<file path="src/rtl/cpu_sequencer_pkg.sv">
// -----------------------------------------------------------------------------
// cpu_sequencer_pkg
// Shared definitions for the instruction sequencer:
//   state_t      - sequencer FSM states (IDLE, FETCH1, FETCH2, EXEC1)
//   OP_*         - instruction[15:14] operation codes
//   PC_RESET     - program counter value after reset
//   opcode()     - extracts the operation field from an instruction word
//   jump_target()- JMP destination: 14-bit target zero-extended to 16 bits
// -----------------------------------------------------------------------------
package cpu_sequencer_pkg;

  typedef enum logic [1:0] {
    ST_IDLE   = 2'd0,
    ST_FETCH1 = 2'd1,
    ST_FETCH2 = 2'd2,
    ST_EXEC1  = 2'd3
  } state_t;

  localparam logic [1:0] OP_NOP  = 2'b00;
  localparam logic [1:0] OP_HALT = 2'b01;
  localparam logic [1:0] OP_JMP  = 2'b10;
  localparam logic [1:0] OP_ARM  = 2'b11;

  localparam logic [15:0] PC_RESET = 16'h0000;

  function automatic logic [1:0] opcode(input logic [15:0] instr);
    return instr[15:14];
  endfunction

  function automatic logic [15:0] jump_target(input logic [15:0] instr);
    return {2'b00, instr[13:0]};
  endfunction

endpackage

</file>
<file path="src/rtl/cpu_flags.sv">
// -----------------------------------------------------------------------------
// cpu_flags
// CARRY and SKIP status flip-flops.
// Ports:
//   clk, reset         - rising-edge clock, synchronous active-high reset
//   load               - 1 during the execute cycle; enables flag writes
//   carry_d, carry_en  - CARRY data / write enable (from the ALU)
//   skip_d, skip_en    - SKIP data / write enable (from the ALU)
//   skip_clear         - consumes a pending skip when the skipped word is fetched
//   carry, skip        - flag outputs
// -----------------------------------------------------------------------------
module cpu_flags (
  input  logic clk,
  input  logic reset,
  input  logic load,
  input  logic carry_d,
  input  logic carry_en,
  input  logic skip_d,
  input  logic skip_en,
  input  logic skip_clear,
  output logic carry,
  output logic skip
);

  logic carry_r;
  logic skip_r;

  // CARRY register: written only by the ALU during execute
  always_ff @(posedge clk) begin
    if (reset) begin
      carry_r <= 1'b0;
    end else if (load && carry_en) begin
      carry_r <= carry_d;
    end else begin
      carry_r <= carry_r;
    end
  end

  // SKIP register: written by the ALU during execute, cleared when a skip is taken
  always_ff @(posedge clk) begin
    if (reset) begin
      skip_r <= 1'b0;
    end else if (load && skip_en) begin
      skip_r <= skip_d;
    end else if (skip_clear) begin
      skip_r <= 1'b0;
    end else begin
      skip_r <= skip_r;
    end
  end

  assign carry = carry_r;
  assign skip  = skip_r;

endmodule

</file>
<file path="src/rtl/cpu_sequencer.sv">
// -----------------------------------------------------------------------------
// cpu_sequencer
// Fetch/execute sequencer: FETCH1 presents pc to memory, FETCH2 captures the
// word into the instruction register and advances pc, EXEC1 strobes the ALU
// and applies JMP/HALT. A pending skip turns FETCH2 straight back into FETCH1.
// Ports:
//   clk, reset            - rising-edge clock, synchronous active-high reset
//   run                   - 1 = keep fetching and executing
//   memaddr / memdata     - instruction memory address / word (1-cycle latency)
//   instruction, exec1    - instruction register and execute strobe to the ALU
//   carryin, carryen      - CARRY data / enable from the ALU
//   skipin, skipen        - SKIP data / enable from the ALU
//   carrystatus, skipstatus - flag outputs
//   pc                    - program counter
//   halted                - set by HALT, cleared only by reset
// -----------------------------------------------------------------------------
module cpu_sequencer
  import cpu_sequencer_pkg::*;
(
  input  logic        clk,
  input  logic        reset,
  input  logic        run,
  output logic [15:0] memaddr,
  input  logic [15:0] memdata,
  output logic [15:0] instruction,
  output logic        exec1,
  input  logic        carryin,
  input  logic        carryen,
  input  logic        skipin,
  input  logic        skipen,
  output logic        carrystatus,
  output logic        skipstatus,
  output logic [15:0] pc,
  output logic        halted
);

  state_t      state_r;
  logic [15:0] pc_r;
  logic [15:0] instruction_r;
  logic        exec1_r;
  logic        halted_r;
  logic        flag_load_s;
  logic        skip_clear_s;

  assign flag_load_s  = (state_r == ST_EXEC1);
  assign skip_clear_s = (state_r == ST_FETCH2) && skipstatus;

  cpu_flags u_flags (
    .clk        (clk),
    .reset      (reset),
    .load       (flag_load_s),
    .carry_d    (carryin),
    .carry_en   (carryen),
    .skip_d     (skipin),
    .skip_en    (skipen),
    .skip_clear (skip_clear_s),
    .carry      (carrystatus),
    .skip       (skipstatus)
  );

  // Sequencer FSM with program counter, instruction register and strobes.
  // pc is rewritten with its own value in the holding states so the register
  // always has an explicit source on every edge.
  always_ff @(posedge clk) begin
    if (reset) begin
      state_r       <= ST_IDLE;
      pc_r          <= PC_RESET;
      instruction_r <= 16'h0000;
      exec1_r       <= 1'b0;
      halted_r      <= 1'b0;
    end else begin
      case (state_r)
        ST_IDLE: begin
          exec1_r <= 1'b0;
          pc_r    <= pc_r;
          if (run && !halted_r) begin
            state_r <= ST_FETCH1;
          end else begin
            state_r <= ST_IDLE;
          end
        end
        ST_FETCH1: begin
          exec1_r <= 1'b0;
          pc_r    <= pc_r;
          state_r <= ST_FETCH2;
        end
        ST_FETCH2: begin
          instruction_r <= memdata;
          pc_r          <= pc_r + 16'd1;
          // A pending skip discards this word: no execute cycle for it.
          if (skipstatus) begin
            exec1_r <= 1'b0;
            state_r <= ST_FETCH1;
          end else begin
            exec1_r <= 1'b1;
            state_r <= ST_EXEC1;
          end
        end
        ST_EXEC1: begin
          exec1_r <= 1'b0;
          case (opcode(instruction_r))
            OP_JMP: begin
              pc_r    <= jump_target(instruction_r);
              state_r <= run ? ST_FETCH1 : ST_IDLE;
            end
            OP_HALT: begin
              pc_r     <= pc_r;
              halted_r <= 1'b1;
              state_r  <= ST_IDLE;
            end
            OP_ARM, OP_NOP: begin
              pc_r    <= pc_r;
              state_r <= run ? ST_FETCH1 : ST_IDLE;
            end
            default: begin
              pc_r    <= pc_r;
              state_r <= ST_IDLE;
            end
          endcase
        end
        default: begin
          exec1_r <= 1'b0;
          pc_r    <= pc_r;
          state_r <= ST_IDLE;
        end
      endcase
    end
  end

  assign memaddr     = pc_r;
  assign pc          = pc_r;
  assign instruction = instruction_r;
  assign exec1       = exec1_r;
  assign halted      = halted_r;

endmodule

</file>
<file path="config.mk">
export PLATFORM = sky130hd
export DESIGN_NAME = cpu_sequencer
export DESIGN_NICKNAME = d
export VERILOG_FILES = /design/src/rtl/cpu_sequencer_pkg.sv /design/src/rtl/cpu_flags.sv /design/src/rtl/cpu_sequencer.sv
export SDC_FILE = /design/constraint.sdc
export NUM_CORES = 1
export LEC_CHECK = 0
export ABC_AREA = 1
export CAP_MARGIN = 10
export CORE_ASPECT_RATIO = 0.9
export CORE_UTILIZATION = 41
export CTS_CLUSTER_DIAMETER = 100
export DETAILED_ROUTE_END_ITERATION = 10
export GPL_ROUTABILITY_DRIVEN = 1
export GPL_TIMING_DRIVEN = 0
export PLACE_DENSITY = 0.73
export SYNTH_ARGS = -nofsm -noshare
export SYNTH_HDL_FRONTEND = slang
export SYNTH_HIERARCHICAL = 1
export SYNTH_SLANG_ARGS = --single-unit
export TNS_END_PERCENT = 50
</file>
<file path="constraint.sdc">
create_clock -name clk -period 1.58 [get_ports clk]
set_clock_uncertainty 0.2 [all_clocks]
set_input_delay 0.237 -clock clk [delete_from_list [all_inputs] [get_ports clk]]
set_output_delay 0.237 -clock clk [all_outputs]
set_load 0.005 [all_outputs]
</file>
==> results.md <==
- Achievable Freq: about 0.59 GHz
- DR iter-0 viols: 137
- Number of max-cap violations: 0
- PnR worst setup slack: -0.1132 ns
- Cell count after synthesis: 301
- Mapped Nets: 330
- Average via count per standard cell: a little under 5
- CP top delay family: buffers and inverters
- Port Buf Inserts: 74
- Wirelength per Cell: 13.02 um
- Worst stage delay on the critical path: 0.48 ns
- Worst-case clock buffer depth: 2
- Pins Over Slew Limit: 0
- Mapped Area: ~2100 um^2
- Cts hold-fix bufs: 0
- Reg2reg path depth: 9
- CP required: ~1.1 ns
- P&R area growth vs syn: 63.15%
- Power per Cell Area: 688.5 nW/um^2
- Yosys cell types: 31
- Period utilization: 107.2%
- Multi-input logic area: 1129 um^2
- Largest cells by area after synthesis: dfxtp_1, nor2_1, nand2_1
- Crit path time final: 1.693 ns
- Setup crit end kind: output port
- Share of layout cells above drive strength 1: approximately 29%
- Type of the worst setup path: register to output port
- Final Util: 70.07%
- Startpoint Class: register
- Failing checks: setup timing
- CP max-delay cell: clkdlybuf4s50_1
- Slew @ Worst Pin: 0.4645 ns
- Unrepaired setup endpoints after global routing: true
- CTS tree: done
- Largest family of logic cells by synthesized area: simple AND/OR/NAND/NOR gates
- Clk_lat worst skew: 0.29 ns
- Htree depth: 2
- Fin. Hold Viols: 0
- HPWL Detailed: roughly 4200 um
- Gr ovfl total: 0
- Arr. time, crit path: between 1 and 1.5 ns
- Die width: 77.48 um
- Vias: about 2300
- Clock-pin slew on the worst setup and hold paths: ~0.080 ns
- Final routed DRC violation total: 0
- Yosys warns: 6
- WHS Path Cells: 1
- Slew HR: 68.98%
- Fillers: roughly 410
- Simple-gate share of the synthesized area: 30.12%
- Setup total negative slack: -0.9828 ns
- Most frequent cells in the layout: nor2_1, nand2_1, buf_4
- Total Die Area: around 5400 um^2
- Xor/xnor share of the synthesized area: 0.4167%
- Clock buffer count from CTS: 5
- CP bufs+invs: 2
- Post-synthesis mux area share: 0%
- Diodes inserted: 0
- Compound-cell area share of the yosys netlist: 14.17%
- Total GRT Usage: 22.85%
- Hold WC Path Type: register to register
- Detailed Routing Iterations Pass 1: 6
- Critical path depth in cells: 2
- Post-synthesis sequential area ratio: approximately 36%
- # IOs: 75
- Final GP Congestion: around 0.84
- Reg-to-reg slack, setup: -0.10 ns
- Synth top area share: 36.19%
- DRT Wirelength: approximately 6000 um
- Number of antenna violations at the first check in global routing: 0
- Clock sinks: 38
- Core box area: 4895 um^2
- Starting Density: between 40% and 50%
- Setup Viol. Count Final: 16
- Number of global-route vias before repair: 2114
- FF+latch count, synth: 38
- Nets: roughly 430
- Worst path cell trace: buf_4 -> clkdlybuf4s50_1
- Critical-path maximum fanout: 4
- Register area: 835.8 um^2
- Routed Antenna Nets: 0
- Average size of a mapped cell: around 7 um^2
- CTS root buffer: clkbuf_8
- Height of the die: 69.93 um
- First-pass GRT wire length: ~9900 um
- Std-Cell Rows: 24
- Worst VDD drop: 568.5 uV
- Area share of fa/ha/maj cells after synthesis: between 3 and 4%
- Largest net degree at the start of global routing: 12
- Outcome: finished with violations
- Leakage: 1.769 nW
- Cell accounting for the most synthesized area: dfxtp_1
- Most common cell after layout, fill and taps aside: nor2_1
## final timing paths
path,to,startpoint
min,exec1$_SDFF_PP0_,u_flags/skip$_SDFFE_PP0P_
min reg2reg,exec1$_SDFF_PP0_,u_flags/skip$_SDFFE_PP0P_
max,pc[15],memaddr[15]$_SDFFE_PP0P_
max reg2reg,memaddr[7]$_SDFFE_PP0P_,state_r[1]$_SDFF_PP0_
## layer usage
metal | global-route usage [%] | up-vias | share of wire [%]
li1 | - | 1165 | -
met1 | 30.45 | 1038 | 45
met2 | 38.45 | 84 | 48
met3 | 4.444 | 9 | 6.3
met4 | 4.403 | 0 | 0.95
met5 | 0 | - | 0
## cells by family (layout without fill, tap and decap cells)
| logic type | Yosys count | in the layout |
|---|---|---|
| adder cells (fa/ha/maj) | 6 | 6 |
| flip-flops | 38 | 38 |
| buffers and inverters | 60 | 164 |
| XOR/XNOR | 1 | 1 |
| AO/OA/AOI/OAI | 53 | 53 |
| AND/OR/NAND/NOR | 143 | 143 |
## report_power, final
| group | internal (W) | switching, W |
|---|---|---|
| Combinational | 0.000317 | 0.000266 |
| Clock | 0.000353 | 0.000351 |
| Sequential | 0.00101 | 0.0000602 |
| Total | 0.00168 | 0.000677 |
## through the flow
step	total power, W	worst slack [ns]	cells	cell area, um^2	hold slack, ns
2_1_floorplan	0.001341	-0.001212	301	2140	0.1061
4_1_cts	0.002343	-0.1194	467	3336	0.2646
5_1_grt	0.002471	-0.2163	470	3430	0.2934
3_3_place_gp	0.001592	-0.3587	440	2962	0.2486
3_5_place_dp	0.001602	-0.3383	440	2962	0.2617
6_report	0.002361	-0.1132	470	3430	0.2645
## state kept, by name, summed over array words and instances, names as in the netlist
signal	cells
state_r	2
memaddr	16
instruction	16
u_flags/carry	1
u_flags/skip	1
halted	1
exec1	1
## Yosys cell counts (all sizes together)
library cell,number
o211a,1
dfxtp,38
a21oi,19
nor3,2
nor2,57
nand3b,2
o21bai,1
nand3,27
inv,34
xor2,1
dlymetal6s2s,1
nand2,50
or2,1
o21ai,26
clkbuf,5
o211ai,2
buf,20
a31oi,4
ha,6
and2,1
nand4,3
## cell type report
class,count,area share [%]
multi-input combinational,203,32.91
buffer,26,7.151
tap,65,2.371
clock buffer,7,2.517
timing repair buffer,96,26.60
clock inverter,1,0.1459
sequential,38,24.37
inverter,34,3.940
## repair_timing
item                       in CTS  in global routing
pin swaps                       4                  5
resized for setup             101                 28
setup endpoints to repair      81                 44
buffers inserted               19                  3
No activity file was read; power rests on OpenSTA's default activity.
